### config.mk
export PLATFORM = sky130hd
export DESIGN_NAME = rps_score
export DESIGN_NICKNAME = d
export VERILOG_FILES = /design/src/rtl/rps_score.sv
export SDC_FILE = /design/constraint.sdc
export NUM_CORES = 1
export LEC_CHECK = 0
export CAP_MARGIN = 20
export CORE_MARGIN = 2
export CORE_UTILIZATION = 49
export DETAILED_ROUTE_END_ITERATION = 12
export PLACE_DENSITY = 0.86
export SLEW_MARGIN = 20
export SYNTH_ARGS = -nofsm -noshare
export SYNTH_HDL_FRONTEND = slang
export SYNTH_SLANG_ARGS = --single-unit
### constraint.sdc
create_clock -name clk -period 2.22 [get_ports clk]
set_clock_uncertainty 0.15 [all_clocks]
set_input_delay 0.444 -clock clk [delete_from_list [all_inputs] [get_ports clk]]
set_output_delay 0.444 -clock clk [all_outputs]
set_load 0.01 [all_outputs]
### src/rtl/rps_score.sv
// Rock-paper-scissors score keeper and match controller for two players.
// Optional macro START_SYNC_EN adds a two-flop synchronizer on start.
module rps_score #(
  parameter int unsigned WIN_SCORE = 3
) (
  input  logic       clk,
  input  logic       rst,
  input  logic [3:0] key,
  input  logic       start,
  output logic [3:0] A,
  output logic [3:0] B,
  output logic [1:0] player
);

  localparam int unsigned SCORE_W = 4;
  localparam logic [SCORE_W-1:0] WIN_VAL = SCORE_W'(WIN_SCORE);

  localparam logic [1:0] G_NONE  = 2'b00;
  localparam logic [1:0] G_ROCK  = 2'b01;
  localparam logic [1:0] G_SCIS  = 2'b10;
  localparam logic [1:0] G_PAPER = 2'b11;

  localparam logic [1:0] P_NONE = 2'b00;
  localparam logic [1:0] P_A    = 2'b01;
  localparam logic [1:0] P_B    = 2'b10;

  typedef enum logic [1:0] {
    S_IDLE = 2'd0,
    S_PLAY = 2'd1,
    S_DONE = 2'd2
  } state_t;

  state_t               r_state, w_state_nxt;
  logic [SCORE_W-1:0]   r_a, r_b, w_a_nxt, w_b_nxt;
  logic [SCORE_W-1:0]   w_a_inc, w_b_inc;
  logic [1:0]           r_player, w_player_nxt;
  logic                 r_start_q;
  logic                 w_start;
  logic                 w_go;
  logic [1:0]           w_ga, w_gb;

  function automatic logic beats(input logic [1:0] x, input logic [1:0] y);
    return ((x == G_ROCK)  && (y == G_SCIS))  ||
           ((x == G_SCIS)  && (y == G_PAPER)) ||
           ((x == G_PAPER) && (y == G_ROCK));
  endfunction

`ifdef START_SYNC_EN
  logic r_sync1, r_sync2;

  // Reset-high flops so a button held through reset does not look like an edge
  always_ff @(posedge clk) begin
    if (!rst) begin
      r_sync1 <= 1'b1;
      r_sync2 <= 1'b1;
    end else begin
      r_sync1 <= start;
      r_sync2 <= r_sync1;
    end
  end

  assign w_start = r_sync2;
`else
  assign w_start = start;
`endif

  assign w_go    = w_start & ~r_start_q;
  assign w_ga    = key[1:0];
  assign w_gb    = key[3:2];
  assign w_a_inc = r_a + SCORE_W'(1);
  assign w_b_inc = r_b + SCORE_W'(1);

  // State and score registers
  always_ff @(posedge clk) begin
    if (!rst) begin
      r_state   <= S_IDLE;
      r_a       <= '0;
      r_b       <= '0;
      r_player  <= P_NONE;
      r_start_q <= 1'b1;
    end else begin
      r_state   <= w_state_nxt;
      r_a       <= w_a_nxt;
      r_b       <= w_b_nxt;
      r_player  <= w_player_nxt;
      r_start_q <= w_start;
    end
  end

  // Next-state and round judging
  always_comb begin
    w_state_nxt  = r_state;
    w_a_nxt      = r_a;
    w_b_nxt      = r_b;
    w_player_nxt = r_player;
    case (r_state)
      S_IDLE, S_DONE: begin
        if (w_go) begin
          w_a_nxt      = '0;
          w_b_nxt      = '0;
          w_player_nxt = P_NONE;
          w_state_nxt  = S_PLAY;
        end
      end
      S_PLAY: begin
        if (w_go && (w_ga != G_NONE) && (w_gb != G_NONE)) begin
          if (beats(w_ga, w_gb)) begin
            w_a_nxt = w_a_inc;
            if (w_a_inc == WIN_VAL) begin
              w_player_nxt = P_A;
              w_state_nxt  = S_DONE;
            end
          end else if (beats(w_gb, w_ga)) begin
            w_b_nxt = w_b_inc;
            if (w_b_inc == WIN_VAL) begin
              w_player_nxt = P_B;
              w_state_nxt  = S_DONE;
            end
          end
        end
      end
      default: w_state_nxt = S_IDLE;
    endcase
  end

  assign A      = r_a;
  assign B      = r_b;
  assign player = r_player;

endmodule

==> qor.json, run 1 <==
{
  "logic_synthesis": {
    "synth_sequential_area_ratio": 0.309,
    "async_reset_ff_frac": 0,
    "synth_enable_flop_cells": 0,
    "mappedNetlistNets": 116,
    "synth_largest_area_cell": "dfxtp_1",
    "post-synth-top-area-fraction": 0.309,
    "netlist_top_cells_area": "dfxtp_1 (31%), ha_1 (5.9%), nand3_1 (5.9%), nand2_1 (5.8%), nand2b_1 (3.7%)",
    "netlist_instances": 105,
    "ys_ff_latch": 13,
    "post_synth.cell_area_avg_um2": 8.03,
    "synthesis.area_um2": 843,
    "synth.distinct_cells": 39,
    "yosys_warnings": 0,
    "synth-main-ff-cell": "dfxtp_1"
  },
  "cells_and_area": {
    "filler_cell_count": 120,
    "layout.cells.most_common": "clkdlybuf4s50_1",
    "p_r_area_growth_vs_syn_pct": 27.6,
    "layout.cells.most_common_list": "clkdlybuf4s50_1 (16), dfxtp_1 (13), nand2_1 (13)",
    "multi_input_comb_area_um2": 561,
    "seq_area_um2": 260,
    "ant_diodes": 0,
    "fin_nets": 140,
    "post_route_cells_drive_above_1_share": 0.0781
  },
  "drt": {
    "vias": 929,
    "wirelength_mm": 2.05,
    "drt_first_pass_iters": 4,
    "final_antenna_net_count": 0,
    "avgViaCountPerCell": 6.45,
    "wl_per_cell_um": 14.2,
    "drc": 0,
    "drtIter0Drc": 43
  },
  "timing": {
    "final_count_of_pins_violating_max_slew": 0,
    "fin_setup_tns_ns": 0,
    "final_period_minus_worst_setup_slack_ns": 1.98,
    "whs_ns": 0.366,
    "setup_viol": 0,
    "slew_headroom": 0.779,
    "max_slew.worst_pin.slew_ns": 0.326,
    "fmax_ghz": 0.506,
    "unrepaired_setup_endpoints_after_global_routing": "no",
    "final_min_period_over_clock_period": 0.890,
    "final-hold-violation-count": 0
  },
  "min_path": {
    "min-delay-path-class": "reg -> reg"
  },
  "die": {
    "design.die.area_um2": 2070,
    "core_region_area_um2": 1560,
    "die_width_um": 45.5,
    "boundaryPins": 17,
    "chipHeight_um": 45.5,
    "placementRows": 14,
    "initial_utilization": 0.541
  },
  "placed_design": {
    "port_buffers": 16,
    "gpl.final_weighted_congestion": 0.913,
    "place.detailed.hpwl_mm": 1.53
  },
  "global_routing": {
    "grt_start_max_net_pins": 13,
    "grtUsageTotal": 0.212,
    "grt_antenna_before_repair": 0,
    "grt_first_pass_wirelength_mm": 3.24,
    "first_global_vias": 771,
    "aggregate_global_routing_overflow": 0
  },
  "power": {
    "power.share.sequential": 0.522,
    "power_mw": 0.455,
    "power.share.switching": 0.262,
    "total_switching_power_mw": 0.119,
    "ir_worst_vdd_mv": 0.345,
    "combPwrFrac": 0.142,
    "p_clk_frac": 0.336,
    "intPower_mw": 0.336,
    "power.density_cell_area_nw_per_um2": 422,
    "leakage_power_nw": 0.389
  },
  "worst_setup_path": {
    "slowest_stage": "dfxtp_1",
    "critical_path_peak_fanout": 6,
    "timing.critical_path.slowest_cell_delay_ns": 0.45,
    "timing.critical_path.from_type": "flip-flop",
    "crit_path_cell_chain": "ha_1 > a21boi_0 > a21oi_1 > o22ai_1 > a32oi_1 > o211a_1",
    "worst-endpoint-required_ns": 2.25,
    "worst-path-buf-inv": 0,
    "cp_data_arrival_time_ns": 2.01,
    "critPathTopFamily": "compound AO/OA/AOI/OAI gates",
    "cp-end-kind": "flip-flop",
    "setup.worst_path.class": "reg -> reg",
    "reg2reg_slack_ns": 0.24
  },
  "cts": {
    "postCtsSetupRepairBufs": 0,
    "root_buffer": "clkbuf_4",
    "clock_path_buffers": 2,
    "clock-sinks": 13,
    "cts_hold_repair.buffers": 0,
    "tritoncts.num_buffers": 3,
    "cts_tree": "built",
    "clkTransAtPathRegs_ns": 0.08,
    "ctsHtreeMaxLevel": 1,
    "clock_latency_ns": 0.28,
    "post_cts_resize_count": 0
  },
  "outcome": {
    "status": "finished, final reports clean"
  },
  "job": {
    "cap_violations": 0
  }
}
per-layer routing:
layer | wire (µm) | track usage | part of all wire | up-vias
met5 | 0 | 0 | 0 | -
met4 | 25 | 0.0824 | 0.012 | 0
met3 | 176 | 0.0516 | 0.086 | 5
met2 | 912 | 0.338 | 0.44 | 53
met1 | 937 | 0.274 | 0.46 | 429
li1 | - | - | - | 442
flip-flops by register name, summed over array words and instances, names as in the netlist:
signal	cells
r_state	2
B	4
player	2
A	4
r_start_q	1
cells in the mapped netlist, types with 2 or more instances:
| cell type | n |
|---|---|
| nand2_1 | 13 |
| ha_1 | 4 |
| o221ai_1 | 2 |
| o21ai_0 | 4 |
| a21boi_0 | 3 |
| mux2i_1 | 2 |
| o22ai_1 | 4 |
| dfxtp_1 | 13 |
| nor2_1 | 6 |
| a31oi_1 | 3 |
| nand4b_1 | 2 |
| nand2b_1 | 5 |
| nor3_1 | 2 |
| inv_1 | 5 |
| a21oi_1 | 3 |
| nand3_1 | 10 |
| and2_1 | 2 |
per-stage QoR:
step	utilization	std cells	cell area [µm²]	setup slack (ns)
CTS	0.690	144	1080	0.267
global placement	0.673	140	1050	0.0244
floorplan	-	105	843	0.464
finish	0.690	144	1080	0.245
detailed placement	0.673	140	1050	-0.0175
global route	0.690	144	1080	0.139
cell type report:
class                      count  share of cell area
timing repair buffer          20               0.177
clock buffer                   4              0.0244
inverter                       5              0.0174
sequential                    13               0.242
tap                           16              0.0186
multi-input combinational     86               0.521
power groups by stage:
stage / Clock (mW) / Sequential, mW / Combinational (mW)
after CTS: 0.150 / 0.237 / 0.0632
after global routing: 0.166 / 0.238 / 0.0692
after floorplan: 0 / 0.242 / 0.0328
final: 0.153 / 0.237 / 0.0645
after global placement: 0 / 0.243 / 0.0606
after detailed placement: 0 / 0.243 / 0.0627
cell families after synthesis:
family | count (synthesis) | share of synthesized area
muxes | 2 | 0.0237
xor gates and xnor gates | 2 | 0.0208
and+or+nand+nor | 49 | 0.318
AOI/OAI and AO/OA | 29 | 0.243
buffers and inverters | 6 | 0.0267
DFF | 13 | 0.309
adders and majority gates | 4 | 0.0593
final timing paths:
kind / endpoint / from / depth (start not counted)
worst max register to register: r_state[0]$_SDFFE_PN0P_ / B[1]$_SDFFE_PN0P_ / 6
worst min register to register: A[3]$_SDFFE_PN0P_ / A[3]$_SDFFE_PN0P_ / 1
worst max-delay path: r_state[0]$_SDFFE_PN0P_ / B[1]$_SDFFE_PN0P_ / 6
worst min-delay path: A[3]$_SDFFE_PN0P_ / A[3]$_SDFFE_PN0P_ / 1
(Power assumes the default switching activity.)
==> run 2, diff against run 1 <==
SKIP_CTS_REPAIR_TIMING = 1   (was not set)
==> results of run 2 <==
Same layout as run 1: the final DEF is identical, and so are final timing and power.
==> run 3, diff against run 2 <==
CORE_MARGIN = 5   (was 2)
CORE_UTILIZATION = 53   (was 49)
PLACE_DENSITY = 0.91   (was 0.86)
SLEW_MARGIN = 40   (was 20)
clock period = 2.4 ns   (was 2.22 ns; I/O delays follow)
==> run 3 against run 2 <==
Effect of this change:
- die area grew 20%
- highest routed layer unchanged
- worst hold slack gained 0.0062 ns
- critical endpoint is now player[1]$_SDFFE_PN0P_
- global-route usage shrank 4.0 points
- first-iteration DRC count grew 30%
- via count shrank 5.3%
==> qor.json, run 3 (synthesis results as in run 1) <==
{
  "outcome": {
    "status": "finished, final reports clean"
  },
  "power": {
    "intPower_mw": 0.308,
    "power.density_cell_area_nw_per_um2": 389,
    "power_mw": 0.413,
    "power.share.sequential": 0.532,
    "leakage_power_nw": 0.379,
    "total_switching_power_mw": 0.105,
    "combPwrFrac": 0.137,
    "p_clk_frac": 0.331,
    "power.share.switching": 0.254,
    "ir_worst_vdd_mv": 0.392
  },
  "global_routing": {
    "grtUsageTotal": 0.172,
    "grt_antenna_before_repair": 0,
    "aggregate_global_routing_overflow": 0,
    "grt_first_pass_wirelength_mm": 3.48,
    "grt_start_max_net_pins": 13,
    "first_global_vias": 808
  },
  "cts": {
    "clock_path_buffers": 2,
    "clock-sinks": 13,
    "clock_latency_ns": 0.27,
    "ctsHtreeMaxLevel": 1,
    "cts_tree": "built",
    "root_buffer": "clkbuf_4",
    "tritoncts.num_buffers": 3,
    "clkTransAtPathRegs_ns": 0.09
  },
  "timing": {
    "final-hold-violation-count": 0,
    "final_min_period_over_clock_period": 0.847,
    "fmax_ghz": 0.492,
    "fin_setup_tns_ns": 0,
    "slew_headroom": 0.740,
    "setup_viol": 0,
    "final_count_of_pins_violating_max_slew": 0,
    "timing.final.ws_setup_ns": 0.366,
    "unrepaired_setup_endpoints_after_global_routing": "no",
    "final_period_minus_worst_setup_slack_ns": 2.03,
    "whs_ns": 0.372,
    "max_slew.worst_pin.slew_ns": 0.385
  },
  "die": {
    "core_region_area_um2": 1510,
    "die_width_um": 49.9,
    "design.die.area_um2": 2490,
    "placementRows": 14,
    "chipHeight_um": 49.9,
    "initial_utilization": 0.560,
    "boundaryPins": 17
  },
  "min_path": {
    "min-delay-path-class": "reg -> reg",
    "worst_hold_path.num_cells": 1,
    "min_to": "A[3]$_SDFFE_PN0P_",
    "hp-start": "A[3]$_SDFFE_PN0P_"
  },
  "drt": {
    "drc": 0,
    "drtIter0Drc": 56,
    "vias": 880,
    "wirelength_mm": 2.00,
    "avgViaCountPerCell": 6.20,
    "wl_per_cell_um": 14.1,
    "drt_first_pass_iters": 4,
    "final_antenna_net_count": 0
  },
  "cells_and_area": {
    "layout.cells.most_common": "clkdlybuf4s50_1",
    "ant_diodes": 0,
    "final_core_utilization": 0.704,
    "multi_input_comb_area_um2": 561,
    "layout.cells.most_common_list": "clkdlybuf4s50_1 (16), dfxtp_1 (13), nand2_1 (13)",
    "final_cell_count_no_fill": 142,
    "finish.instance_area_um2": 1060,
    "seq_area_um2": 260,
    "post_route_cells_drive_above_1_share": 0.0635,
    "filler_cell_count": 122,
    "p_r_area_growth_vs_syn_pct": 25.8,
    "fin_nets": 138
  },
  "worst_setup_path": {
    "regToRegStartpoint": "B[0]$_SDFFE_PN0P_",
    "critical_path_peak_fanout": 6,
    "worst_reg2reg_path_depth": 6,
    "timing.critical_path.from_type": "input port",
    "setup.worst_path.class": "in -> reg",
    "worst-endpoint-required_ns": 2.44,
    "cp_data_arrival_time_ns": 2.08,
    "rr_endpoint": "r_state[0]$_SDFFE_PN0P_",
    "setup.worst_path.start": "key[1]",
    "reg2reg_slack_ns": 0.41,
    "cp-end-kind": "flip-flop"
  },
  "placed_design": {
    "placed_cells_incl_taps": 138,
    "place.detailed.hpwl_mm": 1.58,
    "gpl.final_weighted_congestion": 0.926,
    "port_buffers": 16,
    "place_worst_setup_slack_ns": 0.106,
    "placed_area_um2": 1030
  },
  "job": {
    "cap_violations": 0
  }
}
[run 3: cell types whose count changed in the layout (fill, tap and decap cells not counted)]
cell / before / now
buf_4: 4 / 2
[run 3: power groups by stage]
| stage | logic (mW) | clock network (mW) | registers, mW |
|---|---|---|---|
| floorplan | 0.0303 | 0 | 0.224 |
| global placement | 0.0532 | 0 | 0.224 |
| detailed placement | 0.0554 | 0 | 0.225 |
| CTS | 0.0557 | 0.140 | 0.219 |
| global route | 0.0616 | 0.153 | 0.220 |
| finish | 0.0564 | 0.137 | 0.220 |
[run 3: worst max-delay path by stage]
stage	to	cells after the start	slack [ns]
finish	player[1]$_SDFFE_PN0P_	7	0.37
CTS	B[3]$_SDFFE_PN0P_	6	0.40
global route	r_state[0]$_SDFFE_PN0P_	6	0.25
global placement	A[3]$_SDFFE_PN0P_	5	0.18
detailed placement	B[3]$_SDFFE_PN0P_	6	0.11
floorplan	r_state[0]$_SDFFE_PN0P_	6	0.64
[run 3: cell type report]
type,instances,share of cell area
timing repair buffer,18,0.165
clock buffer,4,0.0248
sequential,13,0.245
inverter,5,0.0177
multi-input combinational,86,0.528
tap,16,0.0189
[run 3: routing by layer]
metal,vias up,GRT usage,wire [µm]
met5,-,0,0
met4,0,0.0393,6
met3,2,0.0422,140
met2,35,0.273,948
met1,404,0.231,902
li1,439,-,-
[run 3: critical path: stages]
cell	delay [ns]
clkdlybuf4s50_1	0.57
nand2_1	0.12
xor2_1	0.19
buf_4	0.16
o21ai_0	0.33
nand3_1	0.14
o221ai_1	0.09
